[src/rtl/sseg_scan_capture.sv]
// rtl/sseg_scan_capture.sv - seven-segment scan bus capture: debounces each digit, decodes it, publishes whole frames
module sseg_scan_capture #(
    parameter int N_DIG      = 4,
    parameter int STABLE_CYC = 4
) (
    input  logic               clk,
    input  logic               rst_n,
    input  logic [N_DIG-1:0]   an,
    input  logic [6:0]         sseg,
    output logic [4*N_DIG-1:0] digits,
    output logic [N_DIG-1:0]   err,
    output logic               frame_valid,
    output logic [N_DIG-1:0]   seen
);

    typedef enum logic [1:0] {WAIT, COUNT, LOCKED} state_t;

    localparam logic [7:0] STABLE = 8'(STABLE_CYC);

    state_t           state, state_nxt;
    logic [N_DIG-1:0] s_an;
    logic [6:0]       s_seg;
    logic [7:0]       cnt, cnt_nxt;
    logic             in_valid, changed, capture;
    logic [N_DIG-1:0] seen_nxt;
    logic [3:0]       sh_code [N_DIG];
    logic [N_DIG-1:0] sh_err;
    logic [4:0]       dec;

    function automatic logic [4:0] decode(input logic [6:0] p);
        logic [4:0] r;
        case (p)
            7'b0000001: r = 5'h00;
            7'b1001111: r = 5'h01;
            7'b0010010: r = 5'h02;
            7'b0000110: r = 5'h03;
            7'b1001100: r = 5'h04;
            7'b0100100: r = 5'h05;
            7'b0100000: r = 5'h06;
            7'b0001111: r = 5'h07;
            7'b0000000: r = 5'h08;
            7'b0000100: r = 5'h09;
            7'b0111000: r = 5'h0F;
            default:    r = 5'h1F;
        endcase
        return r;
    endfunction

    // Count is aligned with the sample now entering s_an/s_seg, so it is the
    // run length of identical samples including the one landing this edge.
    always_comb begin
        in_valid  = $onehot(~an);
        changed   = ({an, sseg} != {s_an, s_seg});
        state_nxt = state;
        cnt_nxt   = cnt;
        capture   = 1'b0;
        case (state)
            WAIT: begin
                if (in_valid) begin
                    state_nxt = COUNT;
                    cnt_nxt   = 8'd1;
                end
            end
            COUNT: begin
                if (!in_valid) begin
                    state_nxt = WAIT;
                    cnt_nxt   = 8'd0;
                end else if (changed) begin
                    cnt_nxt = 8'd1;
                end else begin
                    cnt_nxt = cnt + 8'd1;
                    if (cnt_nxt == STABLE) begin
                        capture   = 1'b1;
                        state_nxt = LOCKED;
                    end
                end
            end
            LOCKED: begin
                if (!in_valid) begin
                    state_nxt = WAIT;
                    cnt_nxt   = 8'd0;
                end else if (changed) begin
                    state_nxt = COUNT;
                    cnt_nxt   = 8'd1;
                end
            end
            default: begin
                state_nxt = WAIT;
                cnt_nxt   = 8'd0;
            end
        endcase
    end

    // A capture on the completion edge lands after the clear and opens the next frame.
    always_comb begin
        dec      = decode(s_seg);
        seen_nxt = (&seen) ? '0 : seen;
        if (capture) seen_nxt = seen_nxt | ~s_an;
    end

    always_ff @(posedge clk or negedge rst_n) begin
        if (!rst_n) begin
            state       <= WAIT;
            s_an        <= '0;
            s_seg       <= '0;
            cnt         <= '0;
            digits      <= '0;
            err         <= '0;
            frame_valid <= 1'b0;
            seen        <= '0;
            sh_err      <= '0;
            for (int i = 0; i < N_DIG; i++) sh_code[i] <= '0;
        end else begin
            state       <= state_nxt;
            s_an        <= an;
            s_seg       <= sseg;
            cnt         <= cnt_nxt;
            seen        <= seen_nxt;
            frame_valid <= &seen;
            if (&seen) begin
                err <= sh_err;
                for (int i = 0; i < N_DIG; i++) digits[4*i +: 4] <= sh_code[i];
            end
            for (int i = 0; i < N_DIG; i++) begin
                if (capture && !s_an[i]) begin
                    sh_code[i] <= dec[3:0];
                    sh_err[i]  <= dec[4];
                end
            end
        end
    end

endmodule
[config.mk]
export PLATFORM = sky130hd
export DESIGN_NAME = sseg_scan_capture
export DESIGN_NICKNAME = d
export VERILOG_FILES = /design/src/rtl/sseg_scan_capture.sv
export SDC_FILE = /design/constraint.sdc
export NUM_CORES = 1
export LEC_CHECK = 0
export CORE_UTILIZATION = 35
export CTS_CLUSTER_SIZE = 16
export DETAILED_ROUTE_END_ITERATION = 12
export PLACE_DENSITY = 0.6
export RECOVER_POWER = 50
export SYNTH_ARGS = -nofsm -noshare
export SYNTH_HDL_FRONTEND = slang
export SYNTH_SLANG_ARGS = --single-unit
[constraint.sdc]
create_clock -name clk -period 4.95 [get_ports clk]
set_input_delay 1.485 -clock clk [delete_from_list [all_inputs] [get_ports clk]]
set_output_delay 1.485 -clock clk [all_outputs]
set_load 0.01 [all_outputs]
After elaboration in Yosys (flattened, before gate mapping)
Index checks and enable logic that the tools add are counted.
- flip-flop bits (word level): 66
- input bits: 13
- output and inout bits: 25
- word-level logic and storage cells: 75
- $add $sub $neg: 4
- eq/ne operators: 19
- multiplexer cells: 20
- bitwise logic cells: 3
- reductions and logical operators: 13
- operator list (kind ; number):
    5-bit case mux with 11 select lines ; 1
    8-bit two-way mux ; 5
    8-bit case mux with 3 select lines ; 1
    7-bit by 6-bit == test with 1-bit output (second input constant) ; 3
    7-bit by 3-bit == test with 1-bit output (second input constant) ; 2
    7-bit == test (second input constant) ; 2
    2-bit two-way mux ; 6
    11-bit inequality test ; 1
    3-bit inequality test (second input constant) ; 3
    8-bit by 1-bit adder with 8-bit output (second input constant) ; 1
    8-bit by 3-bit == test with 1-bit output (second input constant) ; 1
    4-bit two-way mux ; 2
    4-bit NOT ; 2
    4-bit AND reduction ; 2
    7-bit by 1-bit == test with 1-bit output (second input constant) ; 1
    7-bit by 4-bit == test with 1-bit output (second input constant) ; 1
    7-bit by 5-bit == test with 1-bit output (second input constant) ; 1
    7-bit zero test ; 1
    2-bit case mux with 3 select lines ; 1
    1-bit by 1-bit adder with 2-bit output ; 2
    1-bit logical AND ; 4
    1-bit zero test ; 4
    1-bit two-way mux ; 4
    4-bit bitwise OR ; 1
    other kinds (7) ; 7

Depth between registers and ports, before layout
- word-level depth: 7
- gate-level depth with buffers: 9

Worst setup path before layout
OpenSTA, ideal clock, no wires.
- path type: input to register
- start: input an[0]
- end: register sh_code[0] (netlist bit)
- library setup time: 125 ps
- data arrival time: 3758 ps
- slack: 1068 ps
- stages: 8
- path buffers: 0
- cell sequence: fa_1 -> inv_1 -> ha_1 -> ha_1 -> nor3b_2 -> nand4_4 -> nor3_4 -> mux2_2
- longest elaborated chain between the ends: 7
- ends and longest elaborated chain (element ; line ; source):
    start: declaration ; 8 ; input logic [N_DIG-1:0] an,
    4-bit NOT ; 52 ; in_valid = $onehot(~an);
    1-bit by 1-bit adder with 2-bit output (implied by the code) ; 52 ;
    2-bit by 2-bit adder with 3-bit output (implied by the code) ; 52 ;
    3-bit by 1-bit == test with 1-bit output ; 52 ;
    1-bit two-way mux * ; 65 ; if (!in_valid) begin
    1-bit two-way mux * ; 57 ; case (state)
    1-bit logical AND * ; 125 ; if (capture && !s_an[i]) begin
    end signal: indexed assignment ; 126 ; sh_code[i] <= dec[3:0];
    end: declaration ; 26 ; logic [3:0] sh_code [N_DIG];
Mark *: on every way between the ends. The rest lies on a longest branch, timed or not.
A chain may end at the register's enable or synchronous reset.

Worst setup path after layout
Same ends and word-level chain as after synthesis.

==> qor.yml <==
run_status:
  violations: "capacitance limit, slew limit"
  status: "finished with violations"
floorplan:
  fp.dieH_um: 99.1
  start_util_pct: 35.9
  io_pins: 38
  die_w_um: 99.1
  die-area_um2: 9820
  rows: 35
  core_area_um2: 9200
sta:
  fin_skew_ps: 7.31
  relSlewSlack_pct: -53.6
  timing.hold.ws_ps: 470
  tns_ps: 0
  finalHoldViolCount: 0
  min_period_ps: 4120
  fmax_mhz: 242
  setup_viol_count_final: 0
  slew_viol_final: 43
  tightest_slew_ps: 2300
  grt_setup_unrepaired: "false"
  fin_crit_sh_pct: 83.3
  finalWorstSetupSlack_ps: 826
clock_network:
  insertion_delay_ps: 340
  cts_hold_buf: 0
  h-tree-depth: 3
  path_clk_slew_ps: 70
  cts_resized: 0
  numCtsBuffers: 9
  cts_tree: "yes"
  postCtsSetupBuffers: 0
  cts_sinks: 66
  cts-root-buf: "clkbuf_8"
  cts_buffer_depth: 2
global_route:
  grt-ovfl-total: 0
  antenna_found_initial: 0
  grt_pass1_vias: 2218
  grt.total_usage_pct: 14.8
  grt_max_degree: 43
  grt_pass1_wl_mm: 11.2
setup_path:
  crit_arrival_ps: 4350
  critPathRequiredTime_ps: 5170
  r2r_slack_ps: 2600
  worst_setup_path_end_kind: "flop"
  r2r-end: "sh_code[0]"
  cp_max_fo: 6
  crit_path_start_kind: "primary input"
  reg2reg_from: "s_seg[2]"
  critical_path_class: "in2reg"
  rr_worst_depth: 5
power_and_ir_drop:
  power.switching_uw: 291
  power.density_nw_per_um2: 281
  power_mw: 1.11
  pwr-share-clk_pct: 40.2
  p_comb_share_pct: 8.7
  swShare_pct: 26.2
  leakage_nw: 1.84
  power_frac_seq_pct: 51.1
  ir_drop_mv: 0.156
  power.internal_uw: 819
cells_and_area:
  utilization_pct: 42.9
  syn_to_final_growth_pct: 19.7
  drive_gt1_share_pct: 14.9
  nets: 354
  instances_no_fill: 453
  antenna_cells: 0
  fin_area_um2: 3950
min_path:
  holdPathEnd: "digits[13]"
  min_from: "sh_code[1]"
  hold_path_depth: 2
  hold_class: "reg2reg"
detailed_routing:
  routed_via_density: 5.07
  drt-total-wl_mm: 6.54
  vias: 2298
  drc: 0
  first_pass_iters: 6
  ant_nets: 0
  post_drt_wl_per_cell_um: 14.4
  drt_iter0_drc: 158
placement:
  dp.cells: 437
  place_area_um2: 3760
  gp_congestion: 0.830
  post-place-ws_ps: 571
  portBuffers: 37
  dp_hpwl_mm: 4.78
synth:
  yosysWarnings: 0
  synth_top_area_share_pct: 50.1
  synth_area_um2: 3300
  ys_seq_area_share_pct: 50.1
  synth_nets: 316
  ys_types: 52
  synthesis.instances: 299
  synth_area_leaders: "dfrtp_1 (50%), nand2_1 (5.5%), nor4_4 (3.9%)"
  avgSynthCellArea_um2: 11.0
  yosysTopAreaCell: "dfrtp_1"
  synth.ff_latch_count: 66
run:
  drv_cap: 1
## cell usage after synthesis (all sizes together)
cell type / number
nor3: 9
fa: 1
a31o: 2
and2: 1
or3: 1
nand2b: 6
xor2: 14
o21ai: 10
a32o: 1
a22o: 5
o32ai: 1
a31oi: 4
ha: 3
nor4: 6
nor2: 13
and4b: 1
clkbuf: 7
and4bb: 1
nor4bb: 1
a2111oi: 1
a21o: 8
or4: 2
nand3: 8
inv: 16
or4b: 1
nand2: 48
dfrtp: 66
or2: 2
nand4: 12
mux2: 8
o21a: 1
nor4b: 3
a21oi: 10
o31ai: 1
nor3b: 5
a211oi: 2
buf: 6
or3b: 1
mux2i: 8
nand4b: 1
and3: 2
## final cells by class
class                      count  area, um^2
sequential                    66        1650
clock buffer                  10         128
timing repair buffer          40         383
multi-input combinational    204        1520
tap                          111         139
fill                         890        5250
inverter                      16        60.1
clock inverter                 6        67.6
## worst max-delay path: stages
cell,delay [ps]
dlygate4sd3_1,600
fa_1,550
inv_1,40
ha_1,170
ha_1,290
nor3b_2,260
nand4_4,240
nor3_4,330
mux2_2,370
## worst max-delay path by stage
stage | startpoint | end | cells after the start
global route | an[0] | sh_code[1] | 9
floorplan | an[0] | sh_code[0] | 8
CTS | an[0] | sh_code[0] | 9
global placement | an[0] | sh_code[12] | 9
finish | an[0] | sh_code[0] | 9
detailed placement | an[0] | sh_code[0] | 9
## layer usage
metal,wire length [um],vias up,part of all wire (%),track usage (%)
met5,0,-,0,0
li1,-,1122,-,-
met1,3130,1122,48,20.1
met4,93,0,1.4,6.11
met2,3080,47,47,22.9
met3,241,7,3.7,3.40
## flip-flops by register name, summed over array words and instances, names as in the netlist
| name | count |
|---|---|
| cnt | 8 |
| digits | 16 |
| err | 4 |
| frame_valid | 1 |
| s_an | 4 |
| s_seg | 7 |
| seen | 4 |
| sh_code | 16 |
| sh_err | 4 |
| state | 2 |
## power by group through the flow
stage | Clock (mW) | Sequential, mW | Combinational, mW
after floorplan | 0 | 0.565 | 0.0744
after global placement | 0 | 0.578 | 0.0998
after detailed placement | 0 | 0.578 | 0.100
after CTS | 0.461 | 0.567 | 0.100
after global routing | 0.482 | 0.570 | 0.110
final | 0.446 | 0.567 | 0.0970
## logic make-up (layout without fill, tap and decap cells)
logic type	Yosys count	in the layout	share of synthesized area [%]
xor+xnor	14	14	4.17
simple gates	124	124	25.0
mux	16	16	5.16
fa+ha+maj	4	4	1.75
flops	66	66	50.1
compound gates	46	46	9.94
buf+inv	29	72	3.91
## layout by cell type (no fill, tap or decap), types with 6 or more instances in the layout
cell and instances:
a21o_1 8, nor2_1 13, xor2_1 12, o21ai_0 9, a21oi_1 10, nor4_4 6
nand3_1 8, mux2_2 8, nand2b_1 6, clkbuf_8 9, mux2i_1 8, dfrtp_1 66
inv_1 16, nand4_1 10, nand2_1 48, clkdlybuf4s50_1 25, dlygate4sd3_1 11
(Power assumes the default switching activity.)
